File: config.mk
export PLATFORM = sky130hd
export DESIGN_NAME = seven_segment_display_ctrl
export DESIGN_NICKNAME = d
export VERILOG_FILES = /design/src/rtl/seven_segment_display_ctrl.sv
export SDC_FILE = /design/constraint.sdc
export NUM_CORES = 1
export LEC_CHECK = 0
export BUFFER_PORTS_ARGS = -buffer_cell sky130_fd_sc_hd__clkbuf_2
export CAP_MARGIN = 20
export CORE_UTILIZATION = 64
export DETAILED_ROUTE_END_ITERATION = 8
export PLACE_DENSITY = 0.84
export SETUP_SLACK_MARGIN = 0.5
export SYNTH_ARGS = -nofsm -noshare
export SYNTH_HDL_FRONTEND = slang
export SYNTH_SLANG_ARGS = --single-unit
File: constraint.sdc
create_clock -name clk -period 3.3 [get_ports clk]
set_input_delay 0.495 -clock clk [delete_from_list [all_inputs] [get_ports clk]]
set_output_delay 0.495 -clock clk [all_outputs]
set_load 0.01 [all_outputs]
File: src/rtl/seven_segment_display_ctrl.sv
// Multiplexed N-digit seven-segment display controller.
// Loads a WIDTH-bit value, signed or unsigned per load, converts it to BCD with a
// bit-serial double-dabble engine, and scans DIGITS common-anode digits.
// The leftmost digit is the sign; the remaining DIGITS-1 digits hold the magnitude.
// Optional macro LEADING_ZERO_BLANK_EN blanks magnitude digits left of the first nonzero digit.
module seven_segment_display_ctrl #(
  parameter int unsigned DIGITS   = 4,
  parameter int unsigned WIDTH    = 8,
  parameter int unsigned PRESCALE = 262144
) (
  input  logic              clk,
  input  logic              rst,
  input  logic [WIDTH-1:0]  num_in,
  input  logic              signed_mode,
  input  logic              load,
  output logic              busy,
  output logic              overflow,
  output logic [DIGITS-1:0] Anode,
  output logic [6:0]        LED_out
);

  localparam int unsigned MAGD = DIGITS - 1;
  localparam int unsigned NREQ = (WIDTH + 2) / 3;
  localparam int unsigned NNIB = (NREQ > MAGD) ? NREQ : MAGD;
  localparam int unsigned PW   = (PRESCALE > 1) ? $clog2(PRESCALE) : 1;
  localparam int unsigned IW   = $clog2(DIGITS);
  localparam int unsigned CW   = $clog2(WIDTH + 1);

  localparam logic [6:0] SEG_BLANK = 7'b1111111;
  localparam logic [6:0] SEG_DASH  = 7'b1111110;

  typedef enum logic [1:0] {IDLE, SHIFT, COMMIT} state_t;

  state_t                 state_q;
  logic [WIDTH-1:0]       mag_q;
  logic [4*NNIB-1:0]      bcd_q;
  logic [4*NNIB-1:0]      bcd_adj;
  logic [4*NNIB+WIDTH-1:0] shifted;
  logic                   neg_q;
  logic [CW-1:0]          bit_cnt_q;
  logic                   hi_nz;
  logic [4*MAGD-1:0]      disp_q;
  logic                   disp_neg_q;
  logic [PW-1:0]          pre_q;
  logic [IW-1:0]          idx_q;
  logic [MAGD-1:0]        lz;
  logic [3:0]             nib;
  logic                   lead_blank;
  logic [DIGITS-1:0]      anode_c;
  logic [6:0]             seg_c;

  function automatic logic [6:0] seg_decode(input logic [3:0] d);
    case (d)
      4'd0:    return 7'b0000001;
      4'd1:    return 7'b1001111;
      4'd2:    return 7'b0010010;
      4'd3:    return 7'b0000110;
      4'd4:    return 7'b1001100;
      4'd5:    return 7'b0100100;
      4'd6:    return 7'b0100000;
      4'd7:    return 7'b0001111;
      4'd8:    return 7'b0000000;
      4'd9:    return 7'b0000100;
      default: return SEG_BLANK;
    endcase
  endfunction

  // Double-dabble step: add 3 to nibbles >= 5, then shift the whole chain left by one
  always_comb begin
    bcd_adj = bcd_q;
    for (int k = 0; k < int'(NNIB); k++) begin
      if (bcd_q[4*k +: 4] >= 4'd5) bcd_adj[4*k +: 4] = bcd_q[4*k +: 4] + 4'd3;
    end
    shifted = {bcd_adj, mag_q} << 1;
  end

  // Any scratch nibble beyond the displayable digits means overflow
  always_comb begin
    hi_nz = 1'b0;
    for (int k = int'(MAGD); k < int'(NNIB); k++) begin
      hi_nz = hi_nz | (bcd_q[4*k +: 4] != 4'd0);
    end
  end

  // Conversion FSM with registered busy, overflow and display registers
  always_ff @(posedge clk) begin
    if (rst) begin
      state_q    <= IDLE;
      busy       <= 1'b0;
      overflow   <= 1'b0;
      mag_q      <= '0;
      bcd_q      <= '0;
      neg_q      <= 1'b0;
      bit_cnt_q  <= '0;
      disp_q     <= '0;
      disp_neg_q <= 1'b0;
    end else begin
      case (state_q)
        IDLE: begin
          if (load) begin
            mag_q     <= (signed_mode && num_in[WIDTH-1]) ? (~num_in + WIDTH'(1)) : num_in;
            neg_q     <= signed_mode && num_in[WIDTH-1];
            bcd_q     <= '0;
            bit_cnt_q <= '0;
            busy      <= 1'b1;
            state_q   <= SHIFT;
          end
        end
        SHIFT: begin
          bcd_q     <= shifted[4*NNIB+WIDTH-1 : WIDTH];
          mag_q     <= shifted[WIDTH-1:0];
          bit_cnt_q <= bit_cnt_q + CW'(1);
          if (bit_cnt_q == CW'(WIDTH - 1)) state_q <= COMMIT;
        end
        COMMIT: begin
          disp_q     <= bcd_q[4*MAGD-1:0];
          disp_neg_q <= neg_q;
          overflow   <= hi_nz;
          busy       <= 1'b0;
          state_q    <= IDLE;
        end
        default: state_q <= IDLE;
      endcase
    end
  end

  // Prescaler and scan index
  always_ff @(posedge clk) begin
    if (rst) begin
      pre_q <= '0;
      idx_q <= '0;
    end else if (pre_q == PW'(PRESCALE - 1)) begin
      pre_q <= '0;
      idx_q <= (idx_q == IW'(DIGITS - 1)) ? '0 : idx_q + IW'(1);
    end else begin
      pre_q <= pre_q + PW'(1);
    end
  end

  // Leading-zero mask: lz[k] set when nibble k and all above it are zero (ones digit never)
  always_comb begin
    lz = '0;
`ifdef LEADING_ZERO_BLANK_EN
    begin
      logic run;
      run = 1'b1;
      for (int k = int'(MAGD) - 1; k > 0; k--) begin
        run   = run && (disp_q[4*k +: 4] == 4'd0);
        lz[k] = run;
      end
    end
`endif
  end

  // Select anode and segment pattern for the current scan index
  always_comb begin
    anode_c    = '1;
    nib        = 4'd0;
    lead_blank = 1'b0;
    for (int i = 0; i < int'(DIGITS); i++) begin
      if (idx_q == IW'(i)) anode_c[int'(DIGITS) - 1 - i] = 1'b0;
    end
    for (int k = 0; k < int'(MAGD); k++) begin
      if (idx_q == IW'(int'(DIGITS) - 1 - k)) begin
        nib        = disp_q[4*k +: 4];
        lead_blank = lz[k];
      end
    end
    if (idx_q == '0)     seg_c = disp_neg_q ? SEG_DASH : SEG_BLANK;
    else if (overflow)   seg_c = SEG_DASH;
    else if (lead_blank) seg_c = SEG_BLANK;
    else                 seg_c = seg_decode(nib);
  end

  // Registered pin drivers
  always_ff @(posedge clk) begin
    if (rst) begin
      Anode   <= '1;
      LED_out <= SEG_BLANK;
    end else begin
      Anode   <= anode_c;
      LED_out <= seg_c;
    end
  end

endmodule

# Yosys cells after proc, flatten, opt, wreduce, memory -nomap -nowiden
# Memories as Yosys holds them, arrays and structs flattened.
# Cells that the tools add are included.
classes:
  reduce_logical: 10
  bitwise_logic: 1
  order_cmp: 3
  n_mux: 25
  n_eq_ne: 9
  add_sub_neg: 7
ops:
  columns: ["operator", "n"]
  rows:
  - ["2-to-1 mux 4 bit", 6]
  - ["one-hot mux 12 bit (2 select lines)", 1]
  - ["adder 18 x 1 -> 18 bit, second input constant", 1]
  - ["equality test 18 bit, second input constant", 1]
  - ["2-to-1 mux 8 bit", 2]
  - ["one-hot mux 8 bit (2 select lines)", 1]
  - [">= comparator 4 x 3 -> 1 bit, second input constant", 3]
  - ["2-to-1 mux 12 bit", 1]
  - ["adder 4 x 2 -> 4 bit, second input constant", 2]
  - ["adder 8 x 1 -> 8 bit, second input constant", 1]
  - ["inverter 8 bit", 1]
  - ["one-hot mux 4 bit (2 select lines)", 1]
  - ["AND reduction 2 bit", 4]
  - ["2-to-1 mux 7 bit", 1]
  - ["equality test 2 bit, second input constant", 3]
  - ["2-to-1 mux 1 bit", 6]
  - ["2-to-1 mux 2 bit", 3]
  - ["adder 4 x 1 -> 4 bit, second input constant", 1]
  - ["equality test 2 x 1 -> 1 bit, second input constant", 2]
  - ["equality test 4 x 3 -> 1 bit, second input constant", 1]
  - ["logical NOT 2 bit", 2]
  - ["!= test 2 bit, second input constant", 2]
  - ["one-hot mux 2 bit (2 select lines)", 1]
  - ["nonzero test 2 bit", 2]
  - ["6 further kinds", 6]
totals:
  out_inout_bits: 13
  romBits: 112
  wordCells: 68
  ff_bits: 72
  memories: 1
  inputBits: 12
mem_list:
  columns: ["name", "words", "word_bits", "rd", "rd_ports_with_merged_regs", "write_ports", "line_no", "text"]
  rows:
  - ["(no name shown)", 16, 7, 1, 0, 0, "53", "case (d)"]

# Longest topological paths before layout
# An unclocked memory read counts as a cell.
logic_depth:
  word_depth: 6
  mapped_depth: 10
  mapped_depth_nobuf: 9

# Worst setup path after synthesis
# No wires, ideal clock.
synth_timing:
  kind: "reg2reg"
  from: "register idx_q[1]"
  to: "register LED_out[3]"
  arrival_time_ps: 1668
  setup_ps: 143
  slack_ps: 1488
  n_path_buf: 1
  path_stages_with_launch: 11
  required_time_ps: 3157
  synth_period_minus_slack_ps: 1812
  path_cell_list: "dfxtp_1 > inv_1 > ha_1 > buf_2 > nor2b_1 > a21oi_1 > inv_1 > ha_1 > nand2_1 > nand2_1 > o311ai_0"
synth_via:
  elab_chain_cells: 6
  elab_cells_between_ends: 9
  cone_classes: "eq/ne: 3; mux: 4; reduce/logical: 1; memory: 1"
synth_rtl:
  columns: ["item", "line_no", "text"]
  rows:
  - ["start, declared", "45", "logic [IW-1:0] idx_q;"]
  - ["start signal, assigned", "134", "idx_q <= (idx_q == IW'(DIGITS - 1)) ? '0 : idx_q + IW'(1);"]
  - ["equality test 2 bit", "164", "if (idx_q == IW'(int'(DIGITS) - 1 - k)) begin"]
  - ["2-to-1 mux 4 bit (3 in series)", "164", null]
  - ["memory read (16 x 7 bit)", null, null]
  - ["2-to-1 mux 7 bit (*)", "169", "if (idx_q == '0) seg_c = disp_neg_q ? SEG_DASH : SEG_BLANK;"]
  - ["end signal, assigned", "182", "LED_out <= seg_c;"]
  - ["end, declared", "19", "output logic [6:0] LED_out"]
# Every way passes the cells marked *; elsewhere a longest branch is shown, timed or not.
# A chain may end at the register's enable or synchronous reset.

# Worst setup path after layout
layout_timing:
  from: "register idx_q[0]"
  to: "register LED_out[3]"
# Same word-level chain as after synthesis.

==> flow_summary.ini <==
[status]
status = finished clean

[power_and_ir_drop]
pwr-share-seq_pct = 52.4
internal_power_mw = 1.305
p_sw_mw = 0.3982
combPwrFrac_pct = 5.4
design_power_total_mw = 1.703
pwr_density_cell_mw_per_mm2 = 468.4
ir_drop_mv = 0.3844
cellLeakagePower_nw = 1.397
p_clk_share_pct = 42.1
sw_frac_of_total_pct = 23.38

[drt]
drtIter0Drc = 112
routed_via_density = 5.600
ant_nets = 0
first_pass_iters = 5
wl_per_cell_um = 12.66
drc = 0
via_count = 2677
drt-total-wl_um = 6052

[min_path]
hp-class = in2reg
hold_path_startpoint = signed_mode
holdPathStages = 3
holdPathEnd = neg_q$_SDFFE_PP0P_

[synthesis]
synthFlopType = dfxtp_1
postSynthAreaPerCell_um2 = 8.550
synth_adder_area_share_pct = 6.081
synthTopCellsByArea = dfxtp_1, ha_1, nor2_1, a21oi_1, nand2_1
yosysWarnings = 0
seq_area_frac_synth_pct = 43.79
yosys.area_share.simple_pct = 21.28
synth_top_family_by_area = simple AND/OR/NAND/NOR gates
synth_most_common_cell = dfxtp_1
synth-edff-count = 0
synth_top_area_share_pct = 43.79
ys_types = 45
syn_inst = 385
synthTopCellsByCount = dfxtp_1, nor2_1, nand2_1
ys_async_sr_fraction_pct = 0
synth_largest_area_cell = dfxtp_1
synthMuxAreaShare_pct = 0.9502
syn-num-nets = 413
synthXorXnorAreaFrac_pct = 6.918
netlist_area_mm2 = 0.003292
synth_compound_area_share_pct = 15.70
ys_ff_latch = 72

[final_layout]
multiInputGateArea_mm2 = 0.001680
utilization_pct = 74.99
stdcell_area_mm2 = 0.003636
seq_area_mm2 = 0.001441
fin_cells = 478
diodes = 0
area_growth_syn_to_layout_pct = 10.45
drive_gt1_share_pct = 11.68
n_fill_cell = 354
finalNetCount = 434

[die]
initial_core_util_pct = 67.90
coreArea_mm2 = 0.004848
chipHeight_um = 73.72
die_w_um = 73.72
dieArea_mm2 = 0.005435
boundaryPins = 25
rows = 25

[global_routing]
grt_first_pass_wirelength_um = 10170
grt_pass1_vias = 2429
grt_util_all_layers_pct = 24.43
antenna_found_initial = 0
grt-ovfl-total = 0
grt_max_degree = 42

[timing]
fin_crit_ns = 2.099
hold_viol = 0
finalCritPeriodShare_pct = 63.60
setup_tns_ns = 0
setup_viol = 0
worst_slack_ns = 1.201
rsz0062_at_grt = false
fmax_mhz = 476.5
report.final.slew_viol_count = 0
fin_hold_ws_ns = 0.4283
max_slew_margin_pct = 43.20
worstMarginPinSlew_ns = 0.8502
finClkSkew_ns = 0.007812

[placement]
pre_cts_ws_ns = 1.269
io_buffer_count = 23
dp_hpwl_um = 4017
gp_congestion = 0.8386
placed_cells = 462
placed_area_mm2 = 0.003430

[clock_network]
cts_hold_buf = 0
post_cts.repair.setup_buffers = 0
h-tree-depth = 3
cts.repair.resized = 0
clk_latency_ns = 0.35
cts_buffers = 9
clk_pin_slew_worst_paths_ns = 0.07
root_buffer = clkbuf_8
clock_sinks = 72
clk_path_buf_depth = 2
cts_tree = built

[critical_path]
path_class = reg2reg
ff2ff_path_depth = 9
crit_arrival_ns = 2.31
start_kind = flop
timing.rr.end = LED_out[3]$_SDFF_PP1_
crit_fanout = 9
worstReg2RegStart = idx_q[0]$_SDFFE_PP0N_
cp_data_required_time_ns = 3.51
r2r_slack_ns = 1.20
end_kind = flop

[run]
drv_cap = 0
## worst max path at each step
stage | from | to | depth (start not counted)
after floorplan | idx_q[1]$_SDFFE_PP0N_ | LED_out[3]$_SDFF_PP1_ | 10
after global placement | pre_q[0]$_SDFF_PP0_ | pre_q[7]$_SDFF_PP0_ | 6
after detailed placement | pre_q[0]$_SDFF_PP0_ | pre_q[14]$_SDFF_PP0_ | 6
after CTS | idx_q[0]$_SDFFE_PP0N_ | LED_out[3]$_SDFF_PP1_ | 9
after global routing | idx_q[0]$_SDFFE_PP0N_ | LED_out[6]$_SDFF_PP1_ | 8
final | idx_q[0]$_SDFFE_PP0N_ | LED_out[3]$_SDFF_PP1_ | 9
## worst max-delay path, cell delays in order (launching register included)
cell and delay, ns:
dfxtp_1 0.38, inv_1 0.10, ha_1 0.29, nand3b_1 0.20
a21oi_1 0.31, inv_1 0.17, ha_1 0.30, nand2_1 0.04
nand2_1 0.06, o311ai_0 0.11
## flip-flops by register name (all words and copies together) (netlist names), 2 cells and up
register,cells
pre_q,18
LED_out,7
idx_q,2
bit_cnt_q,4
bcd_q,12
mag_q,8
disp_q,12
state_q,2
Anode,4
## cell type report
cell class                      instances  share of cell area (%)
Multi-Input combinational cell        275                   46.21
Sequential cell                        72                   39.64
Clock buffer                           11                   4.164
Timing Repair Buffer                   27                   3.992
Tap cell                               67                   2.306
Inverter                               21                   2.168
Clock inverter                          5                   1.514
## logic make-up after synthesis
kind of cell               after synthesis
adders and majority gates               16
buffers and inverters                   38
AOI/OAI and AO/OA                       80
xor gates and xnor gates                26
other                                    1
DFF                                     72
and+or+nand+nor                        149
muxes                                    3
## power by group through the flow
stage	clock (mW)	sequential [mW]	combinational [mW]
6_report	0.718	0.893	0.0926
3_5_place_dp	0	0.913	0.0918
5_1_grt	0.755	0.894	0.103
4_1_cts	0.721	0.893	0.0919
2_1_floorplan	0	0.912	0.0680
3_3_place_gp	0	0.912	0.0897
## metal layers
metal  vias up  GRT usage [%]  part of all wire (%)
li1       1372              -                     -
met1      1244          29.83                    48
met2        54          39.96                    47
met3         7          6.722                   4.1
met4         0          11.11                  0.91
met5         -              0                     0
## layout by cell type (no fill, tap or decap), types with 2 or more instances in the layout
cell type and n:
nand3_1 12, o22ai_1 2, dfxtp_1 72, a21oi_1 35, a22o_1 3, clkinv_2 2, nand3b_1 4, a32oi_1 2
nor2_1 49, o311ai_0 2, nand4_1 8, o31ai_1 2, xnor2_1 11, ha_1 16, a31oi_1 2, o211ai_1 3
nand2b_1 10, a21o_1 2, clkbuf_8 11, clkbuf_2 23, buf_4 4, a222oi_1 6, inv_1 21, clkinvlp_4 2
nand2_1 45, xor2_1 15, nor3_1 9, o21ai_0 7, nor2b_1 3, mux2i_1 2, a22oi_1 10
Power figures use the tool's default switching activity.
